### src/rtl/add_arbiter_pkg.sv
// Shared defaults and requester indices for the shared-adder arbiter.
// Requesters in the pipelined core are PC+4, branch target and address generation.
package add_arbiter_pkg;

  localparam int DEF_DATA_W  = 32;
  localparam int DEF_NUM_REQ = 3;
  localparam int DEF_ID_W    = 2;

  localparam int REQ_PC  = 0;
  localparam int REQ_BR  = 1;
  localparam int REQ_AGU = 2;

endpackage

### src/rtl/add_arbiter_rr_arbiter.sv
// Combinational round-robin picker: starting at ptr and wrapping modulo NUM_REQ,
// the first set request bit wins. It produces a one-hot grant plus its encoded index.
module add_arbiter_rr_arbiter #(
  parameter int NUM_REQ = 3,
  parameter int ID_W    = 2
) (
  input  logic [NUM_REQ-1:0] req,
  input  logic [ID_W-1:0]    ptr,
  output logic [NUM_REQ-1:0] grant,
  output logic [ID_W-1:0]    grant_id,
  output logic               grant_valid
);

  logic [ID_W-1:0] idx;

  always_comb begin
    grant       = '0;
    grant_id    = '0;
    grant_valid = 1'b0;
    idx         = '0;
    for (int k = 0; k < NUM_REQ; k++) begin
      idx = ID_W'((int'(ptr) + k) % NUM_REQ);
      if (!grant_valid && req[idx]) begin
        grant[idx]  = 1'b1;
        grant_id    = idx;
        grant_valid = 1'b1;
      end
    end
  end

endmodule

### src/rtl/add_arbiter.sv
// Shares one adder among NUM_REQ requesters using round-robin arbitration.
// It has a single registered result stage with backpressure and a synchronous flush.
module add_arbiter
  import add_arbiter_pkg::*;
#(
  parameter int NUM_REQ = DEF_NUM_REQ,
  parameter int ID_W    = DEF_ID_W,
  parameter int DATA_W  = DEF_DATA_W
) (
  input  logic                      clk,
  input  logic                      reset_n,
  input  logic                      flush,
  input  logic [NUM_REQ-1:0]        req_valid,
  output logic [NUM_REQ-1:0]        req_ready,
  input  logic [NUM_REQ*DATA_W-1:0] req_a,
  input  logic [NUM_REQ*DATA_W-1:0] req_b,
  output logic                      rsp_valid,
  input  logic                      rsp_ready,
  output logic [ID_W-1:0]           rsp_id,
  output logic [DATA_W-1:0]         rsp_sum,
  output logic                      rsp_carry,
  output logic                      busy
);

  // Handshake: a requester transfers on a rising edge where req_valid[i] and req_ready[i]
  // are both high. The result transfers where rsp_valid and rsp_ready are both high.
  // Requesters hold their operands stable until they see their ready.

  logic [ID_W-1:0]    rr_ptr;
  logic [NUM_REQ-1:0] grant;
  logic [ID_W-1:0]    grant_id;
  logic               grant_valid;
  logic               can_accept;
  logic               accept;
  logic [DATA_W-1:0]  a_sel;
  logic [DATA_W-1:0]  b_sel;
  logic [DATA_W:0]    sum_ext;
  logic [ID_W-1:0]    next_ptr;

  add_arbiter_rr_arbiter #(
    .NUM_REQ (NUM_REQ),
    .ID_W    (ID_W)
  ) u_rr (
    .req         (req_valid),
    .ptr         (rr_ptr),
    .grant       (grant),
    .grant_id    (grant_id),
    .grant_valid (grant_valid)
  );

  // A full register that drains can be refilled in the same cycle.
  // reset_n gates the grant so that no requester sees ready while reset is held.
  assign can_accept = !rsp_valid || rsp_ready;
  assign accept     = grant_valid && can_accept && !flush && reset_n;
  assign req_ready  = accept ? grant : '0;

  always_comb begin
    a_sel = '0;
    b_sel = '0;
    for (int i = 0; i < NUM_REQ; i++) begin
      if (grant[i]) begin
        a_sel = req_a[i*DATA_W +: DATA_W];
        b_sel = req_b[i*DATA_W +: DATA_W];
      end
    end
  end

  assign sum_ext  = {1'b0, a_sel} + {1'b0, b_sel};
  assign next_ptr = (grant_id == ID_W'(NUM_REQ - 1)) ? '0 : grant_id + 1'b1;

  always_ff @(posedge clk or negedge reset_n) begin
    if (!reset_n) begin
      rsp_valid <= 1'b0;
      rsp_id    <= '0;
      rsp_sum   <= '0;
      rsp_carry <= 1'b0;
      rr_ptr    <= '0;
    end else if (flush) begin
      rsp_valid <= 1'b0;
    end else if (accept) begin
      rsp_valid <= 1'b1;
      rsp_id    <= grant_id;
      rsp_sum   <= sum_ext[DATA_W-1:0];
      rsp_carry <= sum_ext[DATA_W];
      rr_ptr    <= next_ptr;
    end else if (rsp_ready) begin
      rsp_valid <= 1'b0;
    end
  end

  assign busy = rsp_valid;

endmodule

### config.mk
export PLATFORM = sky130hd
export DESIGN_NAME = add_arbiter
export DESIGN_NICKNAME = d
export VERILOG_FILES = /design/src/rtl/add_arbiter_pkg.sv /design/src/rtl/add_arbiter_rr_arbiter.sv /design/src/rtl/add_arbiter.sv
export SDC_FILE = /design/constraint.sdc
export NUM_CORES = 1
export LEC_CHECK = 0
export ABC_AREA = 1
export BUFFER_PORTS_ARGS = -buffer_cell sky130_fd_sc_hd__buf_2
export CAP_MARGIN = 20
export CORE_AREA = 4 4 125 115
export DETAILED_ROUTE_END_ITERATION = 12
export DIE_AREA = 0 0 129 119
export PLACE_DENSITY = 0.72
export REMOVE_ABC_BUFFERS = 1
export SLEW_MARGIN = 5
export SYNTH_ARGS = -nofsm -noshare
export SYNTH_HDL_FRONTEND = slang
export SYNTH_HIERARCHICAL = 1
export SYNTH_SLANG_ARGS = --single-unit
### constraint.sdc
create_clock -name clk -period 3.51 [get_ports clk]
set_input_delay 0.351 -clock clk [delete_from_list [all_inputs] [get_ports clk]]
set_output_delay 0.351 -clock clk [all_outputs]
set_load 0.05 [all_outputs]
# [Word level (Yosys, flattened, before mapping)]
# Index checks and enable logic that the tools add are counted.
# Widths: inputs -> output; s select.
[classes] shift=0 n_mul=0 magnitude_cmp=6 n_div=3 n_mux=32 eq_ne=1 reduce_logical=15 n_bitwise=3 addsub=4
[op_table] op="$mux 32" count=6
[op_table] op="$mod 32x3->32 const B" count=2
[op_table] op="$add 32x32->33" count=1
[op_table] op="$mod 3x3->32 const B" count=1
[op_table] op="$mux 1" count=12
[op_table] op="$mux 3" count=4
[op_table] op="$lt 2x3->1 const B" count=3
[op_table] op="$logic_and 1x1->1" count=8
[op_table] op="$mux 2" count=4
[op_table] op="$bmux 1 s2" count=3
[op_table] op="$demux 1 s2" count=3
[op_table] op="$ge 2x1->1 const B" count=3
[op_table] op="$or 3x3->3" count=2
[op_table] op="$logic_not 1->1" count=4
[op_table] op="$add 2x1->3 const B" count=1
[op_table] op="$add 2x2->3 const B" count=1
[op_table] op="$reduce_bool 3->1" count=1
[op_table] op="$add 2x1->2 const B" count=1
[op_table] op="$eq 2x2->1 const B" count=1
[op_table] op="$reduce_and 2->1" count=1
[op_table] op="$logic_or 1x1->1" count=1
[op_table] op="$not 1->1" count=1
[word_totals] latch_bits=0 register_bits=38 elab_cells=69 mem_count=0 in_bits=199 romBits=0 mem_bits_rw=0 out_inout_bits=40

# [Logic depth before layout (Yosys ltp)]
# Gate-level depths: netlist (run 1).
[logic_depth] ltp_word=15 mapped_depth=28

# [Hierarchy]
# Netlist (run 1), hierarchy kept.
[by_module_without_submodules] mod="add_arbiter" cells_each=867 seq_area_each_um2=950.9 instances=1 area_each_um2=5037.3
[by_module_without_submodules] mod="add_arbiter_rr_arbiter" cells_each=61 seq_area_each_um2=0.0 instances=1 area_each_um2=320.3

# [Least setup slack after synthesis (run 1)]
# OpenSTA, ideal clock, no wires.
[synth_path] path_type="register to register" from="register rr_ptr[0]" to="register rsp_sum[28]" arrival_ns=3.389 required_time_ns=3.392 stages_incl_launch_ff=25 setup_ns=0.118 synth_period_minus_slack_ns=3.507 n_path_buf=2 slack_ns=0.003 cell_sequence="dfrtp_1 inv_1 ha_1 inv_2 nand2_1 nand3_1 nand2_1 nand2_1 inv_2 nand3_1 nand2_1 inv_1 clkbuf_1 clkbuf_1 a21oi_1 ha_1 fa_1 nand3_1 nand3_1 nand3_1 nand3_2 nand2_1 nand3_1 nand3_1 nand2_1"
[synth_between] word_cells_on_any_way=49 classes_between="3 x add/sub; 3 x div; 6 x order compare; 24 x mux; 2 x bitwise; 11 x reduce/logical"
[synth_lines] item="start: declaration" line="add_arbiter.sv:29" source="logic [ID_W-1:0] rr_ptr;"
[synth_lines] item="start signal: assignment" line="add_arbiter.sv:85" source="rr_ptr <= next_ptr;"
[synth_lines] item="$add 2x1->3 / $mod 3x3->32 (equally long branches)" line="add_arbiter_rr_arbiter.sv:22" source="idx = ID_W'((int'(ptr) + k) % NUM_REQ);"
[synth_lines] item="$mod 32x3->32, or another cell as far along" line="add_arbiter_rr_arbiter.sv:22"
[synth_lines] item="$lt 2x3->1 (implied by the code), or another cell as far along" line="add_arbiter_rr_arbiter.sv:24" source="grant[idx] = 1'b1;"
[synth_lines] item="$logic_and 1x1->1 (implied by the code), or another cell as far along" line="add_arbiter_rr_arbiter.sv:24"
[synth_lines] item="$mux 1 (implied by the code), or another cell as far along" line="add_arbiter_rr_arbiter.sv:24"
[synth_lines] item="$demux 1 s2, or another cell as far along"
[synth_lines] item="$or 3x3->3 (no source line) / $mux 1 (equally long branches)"
[synth_lines] item="$mux 3 / $logic_not 1->1 (equally long branches)" line="add_arbiter_rr_arbiter.sv:23" source="if (!grant_valid && req[idx]) begin"
[synth_lines] item="$or 3x3->3 (no source line) / $logic_and 1x1->1 (equally long branches)"
[synth_lines] item="$mux 3 *" line="add_arbiter_rr_arbiter.sv:23"
[synth_lines] item="named net grant[2]" line="add_arbiter.sv:30" source="logic [NUM_REQ-1:0] grant;"
[synth_lines] item="$mux 32" line="add_arbiter.sv:61" source="if (grant[i]) begin"
[synth_lines] item="$add 32x32->33 *" line="add_arbiter.sv:68" source="assign sum_ext = {1'b0, a_sel} + {1'b0, b_sel};"
[synth_lines] item="end signal: assignment" line="add_arbiter.sv:83" source="rsp_sum <= sum_ext[DATA_W-1:0];"
[synth_lines] item="end: declaration" line="add_arbiter.sv:20" source="output logic [DATA_W-1:0] rsp_sum,"
# The timed path passes the listed nets; every way through them passes the cells marked *. The select of a mux whose other input is x is not followed.
# A chain may end at the register's enable or synchronous reset.

# [Worst setup path after layout (run 1)]
[layout_path] from="register rr_ptr[1]" to="register rsp_sum[30]"
[layout_between] word_cells_on_any_way=49 classes_between="3 x add/sub; 3 x div; 6 x order compare; 24 x mux; 2 x bitwise; 11 x reduce/logical"
[layout_lines] item="$add 2x1->3 / $mod 3x3->32 (equally long branches)" line="add_arbiter_rr_arbiter.sv:22"
[layout_lines] item="$mod 32x3->32, or another cell as far along" line="add_arbiter_rr_arbiter.sv:22"
[layout_lines] item="$lt 2x3->1 (implied by the code), or another cell as far along" line="add_arbiter_rr_arbiter.sv:24"
[layout_lines] item="$logic_and 1x1->1 (implied by the code), or another cell as far along" line="add_arbiter_rr_arbiter.sv:24"
[layout_lines] item="$mux 1 (implied by the code), or another cell as far along" line="add_arbiter_rr_arbiter.sv:24"
[layout_lines] item="$demux 1 s2, or another cell as far along"
[layout_lines] item="$or 3x3->3 (no source line) / $mux 1 (equally long branches)"
[layout_lines] item="$mux 3 / $logic_not 1->1 (equally long branches)" line="add_arbiter_rr_arbiter.sv:23"
[layout_lines] item="$or 3x3->3 (no source line) / $logic_and 1x1->1 (equally long branches)"
[layout_lines] item="$mux 3 *" line="add_arbiter_rr_arbiter.sv:23"
[layout_lines] item="named net grant[1]" line="add_arbiter.sv:30"
[layout_lines] item="$mux 32 (2 in a row)" line="add_arbiter.sv:61"
[layout_lines] item="$add 32x32->33 *" line="add_arbiter.sv:68"
# Marked as above.

==> results of run 1 <==
[cells in the final DEF, fill, tap and decap left out, types with 12 or more instances in the layout]
cell type | Yosys | layout
nand2_1 | 304 | 268
buf_2 | 11 | 238
inv_1 | 122 | 114
nor2_1 | 96 | 81
buf_4 | 2 | 65
a21oi_1 | 71 | 57
a22oi_1 | 64 | 52
nand3_1 | 55 | 48
nand2_2 | 10 | 41
dfrtp_1 | 38 | 37
ha_1 | 36 | 25
o21ai_0 | 24 | 21
nor2_2 | 6 | 17
a21oi_2 | 2 | 16
inv_2 | 8 | 14
a22oi_2 | 0 | 12
[timing repair]
action / 4_1_cts / 5_1_grt
setup endpoints to repair: 19 / 29
setup buffers: 0 / 12
pin swaps: 1 / 39
resized for setup: 5 / 120
cloned: 0 / 7
hold buffers: 0 / 0
[layer usage]
metal	vias up	GRT usage (%)	share of wire [%]
li1	3578	-	-
met5	-	0	0
met1	3087	29.9	44
met4	0	4.79	1.7
met2	241	36.8	46
met3	29	4.48	8.3
[state kept, by name, indices dropped and copies added, names as in the netlist]
register / count
busy: 1
rr_ptr: 2
rsp_carry: 1
rsp_id: 2
rsp_sum: 32
[final timing paths]
| kind | slack, ns | start | to | cells past startpoint |
|---|---|---|---|---|
| worst max-delay path | 0.04 | rr_ptr[1] | rsp_sum[30] | 22 |
| worst min-delay path | 0.18 | reset_n | rsp_sum[7] | 2 |
| worst max register to register | 0.04 | rr_ptr[1] | rsp_sum[30] | 22 |
| worst min register to register | 0.47 | rsp_sum[0] | rsp_sum[0] | 2 |
| max in group asynchronous | 2.93 | reset_n | rr_ptr[1] | 2 |
| min in group clk | 0.26 | rsp_ready | busy | 2 |
[area by class of cell]
cell class | count | area share (%)
Sequential cell | 38 | 12.0
Clock inverter | 2 | 0.158
Inverter | 131 | 6.29
Clock buffer | 6 | 1.75
Multi-Input combinational cell | 723 | 52.4
Timing Repair Buffer | 317 | 24.8
Tap cell | 168 | 2.65
[stage by stage]
stage / instances / util (%) / TNS (ns)
2_1_floorplan: 892 / - / -54.81
3_3_place_gp: 1358 / 54.3 / -0.0574
3_5_place_dp: 1358 / 54.3 / -0.445
4_1_cts: 1366 / 55.6 / 0
5_1_grt: 1385 / 60.6 / -2.62
6_report: 1385 / 60.6 / 0
[cells by family (layout without fill, tap and decap cells)]
family	after synthesis	count (layout)	share of synthesized area, %
buf+inv	167	456	12.3
simple gates	494	494	38.4
xor+xnor	14	14	2.29
fa+ha+maj	37	37	8.78
flops	38	38	17.7
compound gates	178	178	20.5
==> results.md, run 1 <==
* Ranking of synthesized cells by area: nand2_1 (21%), dfrtp_1 (18%), a22oi_1 (9.0%)
* Tightest Pin Transition at 0.550 ns
* Dpl hpwl at 14.5 mm
* Register clock-pin slew on the reported worst setup and hold paths at 0.06 ns
* Critical path's top delay family: simple AND/OR/NAND/NOR gates
* Most numerous cell in the Yosys netlist: nand2_1
* Antenna-violating nets left at 0
* Core Rows at 40
* Hold WS at 0.175 ns
* # fillers at 1242
* Number of port buffers at roughly 240
* Asr flop ratio synth at 100%
* Die width at 129 um
* CTS Buf Count at 5
* Layout cells sized above 1 at 38.7%
* Remaining Overflow, GRT at 0
* Worst Path Arrival at 3.64 ns
* TritonCTS clock tree: yes
* IO Count at 239
* Max Cap Viol at 0
* Post-Syn Instances at 928
* Final Skew at 0.00876 ns
* Initial core utilization at 40.9%
* Final worst slack at 0.0427 ns
* Worst hold path class: in2async
* Synthesized area at 5360 um^2
* Die area at 15400 um^2
* CP Class: reg2reg
* Final WL at 19.0 mm
* Placer Congestion at 0.928
* CP max-delay cell: dfrtp_2
* First-pass GRT wire length at 28.4 mm
* Slew Viols, Final at 0
* Routed len/inst at 13.7 um
* CTS Buffer Depth at 2
* Clock sinks at 38
* Post-synth top area cell: nand2_1
* # H-tree levels at 2
* Syn-to-layout area delta at 48.2%
* Core area at about 13000 um^2
* Iter 0 DRT Violations at 305
* CP Capture Type: register
* DR vias/cell at 5.01
* Placed inst area at around 7100 um^2
* Top FF cell, synth: dfrtp_1
* Largest net degree at the start of global routing at 41
* Number of global-route vias before repair at 6293
* Area occupied by multi-input gates at approximately 4200 um^2
* Max incr delay on CP at 0.45 ns
* Storage element area at 952 um^2
* Via count at 6935
* Later-pin clock latency in the skew report at 0.29 ns
* Synth top area share at 21.3%
* Number of synthesized flops with an enable pin at 0
* DRT Pass-1 Iters at 5
* Slew headroom at 63.3%
* Maximum clock rate at 288 MHz
* Hold Fails Final Rpt at 0
* Final Setup Violations at 0
* Crit path buf inv count at 4
* Syn avg cell area at just under 6 um^2
* Period minus WS final at 3.47 ns
* Final Cycle Share at 98.8%
* DP Worst Slack at -0.0692 ns
* Run status: finished, final reports clean
* CP cell instances: ha_4, inv_4, o31ai_4, nand3_2, nand2_4, nor2_4, buf_12, clkbuf_16, a22oi_1, a21oi_1, ha_1, nand2_2, inv_1, nand2_1, nor3_1, nand2_2, nand2_4, nand2_4, nand2_1, nand2_1, nand3_1, nand2_1
* Layout Nets at 1452
* CP dominant cell by count: nand2_1
* Worst setup SP type: register
* Initial antenna violation count at 0
* Diodes inserted at 0
* Post-synthesis sequential area ratio at 17.7%
* FF+latch count, synth at 38
* Final instance area at between 7000 and 8000 um^2
* RSZ-0062 raised after global routing: yes
* Clock root buffer: clkbuf_16
* GRT Total Usage at between 20% and 30%
* Unique masters post-synth at 40
* Crit path max fanout at 9
* DRC viols at 0
* Die height at 119 um
* Most frequent cells after synthesis: nand2_1 (304), inv_1 (122), nor2_1 (96)
* Worst EP required at 3.69 ns
* YS warnings at 6
Power of run 1 is not shown: default switching activity piles up to over one toggle a cycle in this logic, so the estimate is an artifact.
==> run 2: changes to the inputs <==
--- a/config.mk
+++ b/config.mk
@@ -5,13 +5,12 @@
 export SDC_FILE = /design/constraint.sdc
 export NUM_CORES = 1
 export LEC_CHECK = 0
-export ABC_AREA = 1
 export BUFFER_PORTS_ARGS = -buffer_cell sky130_fd_sc_hd__buf_2
 export CAP_MARGIN = 20
-export CORE_AREA = 4 4 125 115
+export CORE_AREA = 4 4 116 107
 export DETAILED_ROUTE_END_ITERATION = 12
-export DIE_AREA = 0 0 129 119
-export PLACE_DENSITY = 0.72
+export DIE_AREA = 0 0 120 111
+export PLACE_DENSITY = 0.75
 export REMOVE_ABC_BUFFERS = 1
 export SLEW_MARGIN = 5
 export SYNTH_ARGS = -nofsm -noshare
==> run 2 against run 1 <==
Compared with the run above: the flow now finishes with violations (setup timing); final cell count fell by 17%; fmax fell by 21%; wire length decreased by 7.3%; critical path depth down 2; count of clock-buffer cells in the layout grew 1; cell area down 1.4%; hold slack worse by 0.025 ns; area after synthesis decreased by 14%; clock skew is 0.0041 ns lower; flip-flop and latch count did not move; non-clock buffer count up 82; highest routed layer unchanged.
==> results.md, run 2 <==
* Initial core utilization at 40.8%
* Failing checks: setup timing
* CP Class: reg2reg
* IO Count at approximately 240
* Most frequent cells in the layout: buf_2 (238), buf_4 (136), nand2_1 (131)
* TritonCTS clock tree: yes
* Max Cap Viol at 0
* Die height at 111 um
* Placed inst area at 6800 um^2
* Iter 0 DRT Violations at 394
* Largest register FFs at 32
* Biggest register: rsp_sum
* Diodes inserted at 0
* Core Rows at 37
* Dpl hpwl at 12.6 mm
* Biggest regs: rsp_sum x32, rr_ptr x2, rsp_id x2
* CTS Buffer Depth at 2
* Final worst slack at -0.903 ns
* Ranking of synthesized cells by area: dfrtp_1 (21%), nand2_1 (11%), a22oi_1 (10%)
* Remaining Overflow, GRT at 0
* Run status: finished with violations
* Final core occ at 69.6%
* Worst Path Arrival at 4.57 ns
* CP cell instances: inv_2, ha_4, mux2i_4, or2_4, buf_6, a21oi_4, buf_6, nor2_2, a21oi_2, o21ai_1, ha_2, fa_2, a21o_1, a221oi_4, o311a_1, a21oi_2, a221o_1, a221oi_2, o21ai_1, o32a_1
* CP max-delay cell: dfrtp_1
* Final Setup Violations at 27
* Syn-to-layout area delta at 70.5%
* Hold Fails Final Rpt at 0
* Slew headroom at 54.7%
* Most numerous cell in the Yosys netlist: nand2_1
* Post-synthesis sequential area ratio at 20.7%
* RSZ-0062 raised after global routing: yes
* Initial antenna violation count at 0
* Unique masters post-synth at 65
* Antenna-violating nets left at 0
* FF+latch count, synth at 38
* # fillers at a little over 900
* Final Skew at around 0.0047 ns
* Clock sinks at 38
* Hold-fix buffers, CTS at 0
* DRC viols at 0
* CP Capture Type: register
* Clock root buffer: clkbuf_16
* Most common cell after layout, fill and taps aside: buf_2
* Largest net degree at the start of global routing at a little under 70
* Number of global-route vias before repair at 5877
* Crit path max fanout at 6
* Period minus WS final at roughly 4.4 ns
* Register clock-pin slew on the reported worst setup and hold paths at 0.06 ns
* CTS Buf Count at 5
* Core area at 11200 um^2
* Number of port buffers at 238
* Synth top area share at about a fifth
* Number of synthesized flops with an enable pin at 0
* Via count at 6124
* Post-synth top area cell: dfrtp_1
* Synthesized area at 4590 um^2
* Later-pin clock latency in the skew report at 0.28 ns
* Layout cells sized above 1 at 49.7%
* Tightest Pin Transition at about 0.68 ns
* Top FF cell, synth: dfrtp_1
* Routed len/inst at 15.3 um
* First-pass GRT wire length at 27.0 mm
* Slew Viols, Final at 0
* # H-tree levels at 2
* Critical path's top delay family: compound AO/OA/AOI/OAI gates
* Syn avg cell area at 7.22 um^2
* Placer Congestion at 0.959
* Worst setup SP type: register
* Most frequent cells after synthesis: nand2_1 (133), o21ai_0 (81), a22oi_1 (63)
* Max incr delay on CP at 0.38 ns
* DR vias/cell at approximately 5.3
* Worst hold path class: in2async
* Final instance area at 7830 um^2
* Worst EP required at 3.67 ns
* Die area at 13300 um^2
* YS warnings at 6
* Layout Nets at approximately 1200
* Asr flop ratio synth at 100%
* DRT Pass-1 Iters at 5
* Final WL at 17.6 mm
* Final Cycle Share at 126%
* Post-Syn Instances at 636
* Crit path buf inv count at 3
* Die width at 120 um
* GRT Total Usage at 23.8%
* Maximum clock rate at 227 MHz
[run 2: kinds of logic (layout without fill, tap and decap cells)]
kind of cell             after synthesis  after routing  share of synthesized area [%]
XOR/XNOR                              29             29                           5.53
flip-flops                            38             38                           20.7
multiplexers                           2              2                          0.518
AO/OA/AOI/OAI                        273            274                           38.9
adder cells (fa/ha/maj)               37             37                           10.3
buffers and inverters                 56            415                           4.88
AND/OR/NAND/NOR                      201            201                           19.2
[run 2: path summary, 6_finish.rpt]
kind,from,endpoint,slack [ns],depth (start not counted)
worst max-delay path,rr_ptr[1],rsp_carry,-0.90,20
worst min-delay path,reset_n,rsp_id[0],0.15,2
worst max register to register,rr_ptr[1],rsp_carry,-0.90,20
worst min register to register,rsp_id[0],rsp_id[0],0.47,2
max in group asynchronous,reset_n,rsp_sum[6],2.99,2
min in group clk,flush,busy,0.25,2
[run 2: area by class of cell]
class	count	area [um^2]	share of cell area, %
inverters	8	30.0	0.384
well taps	156	195	2.49
flip-flops and latches	38	951	12.2
repair buffers	399	2590	33.1
clock inverters	1	5.00	0.0639
multi-input cells	543	3910	49.9
clock buffers	7	143	1.82
[run 2: layer usage]
metal / vias to the layer above / wire length [um] / global-route usage [%]
li1: 3064 / - / -
met1: 2801 / 7720 / 32.4
met2: 234 / 8580 / 40.7
met3: 25 / 1030 / 2.86
met4: 0 / 274 / 4.27
met5: - / 0 / 0
[run 2: per-stage QoR]
stage	cells	setup TNS [ns]	worst slack [ns]	hold WS (ns)
2_1_floorplan	588	-153.22	-5.24	0.0554
3_3_place_gp	1109	-17.58	-0.974	0.453
3_5_place_dp	1109	-20.52	-1.11	0.457
4_1_cts	1141	-12.88	-0.753	0.164
5_1_grt	1152	-22.72	-1.11	0.212
6_report	1152	-17.01	-0.903	0.150
[run 2: repair_timing]
| item | 4_1_cts | 5_1_grt |
|---|---|---|
| resized for setup | 96 | 46 |
| setup buffers | 20 | 12 |
| pin swaps | 44 | 40 |
| cloned | 5 | 0 |
| endpoints found under the setup margin | 28 | 30 |
Power of run 2 is left out for the same reason.
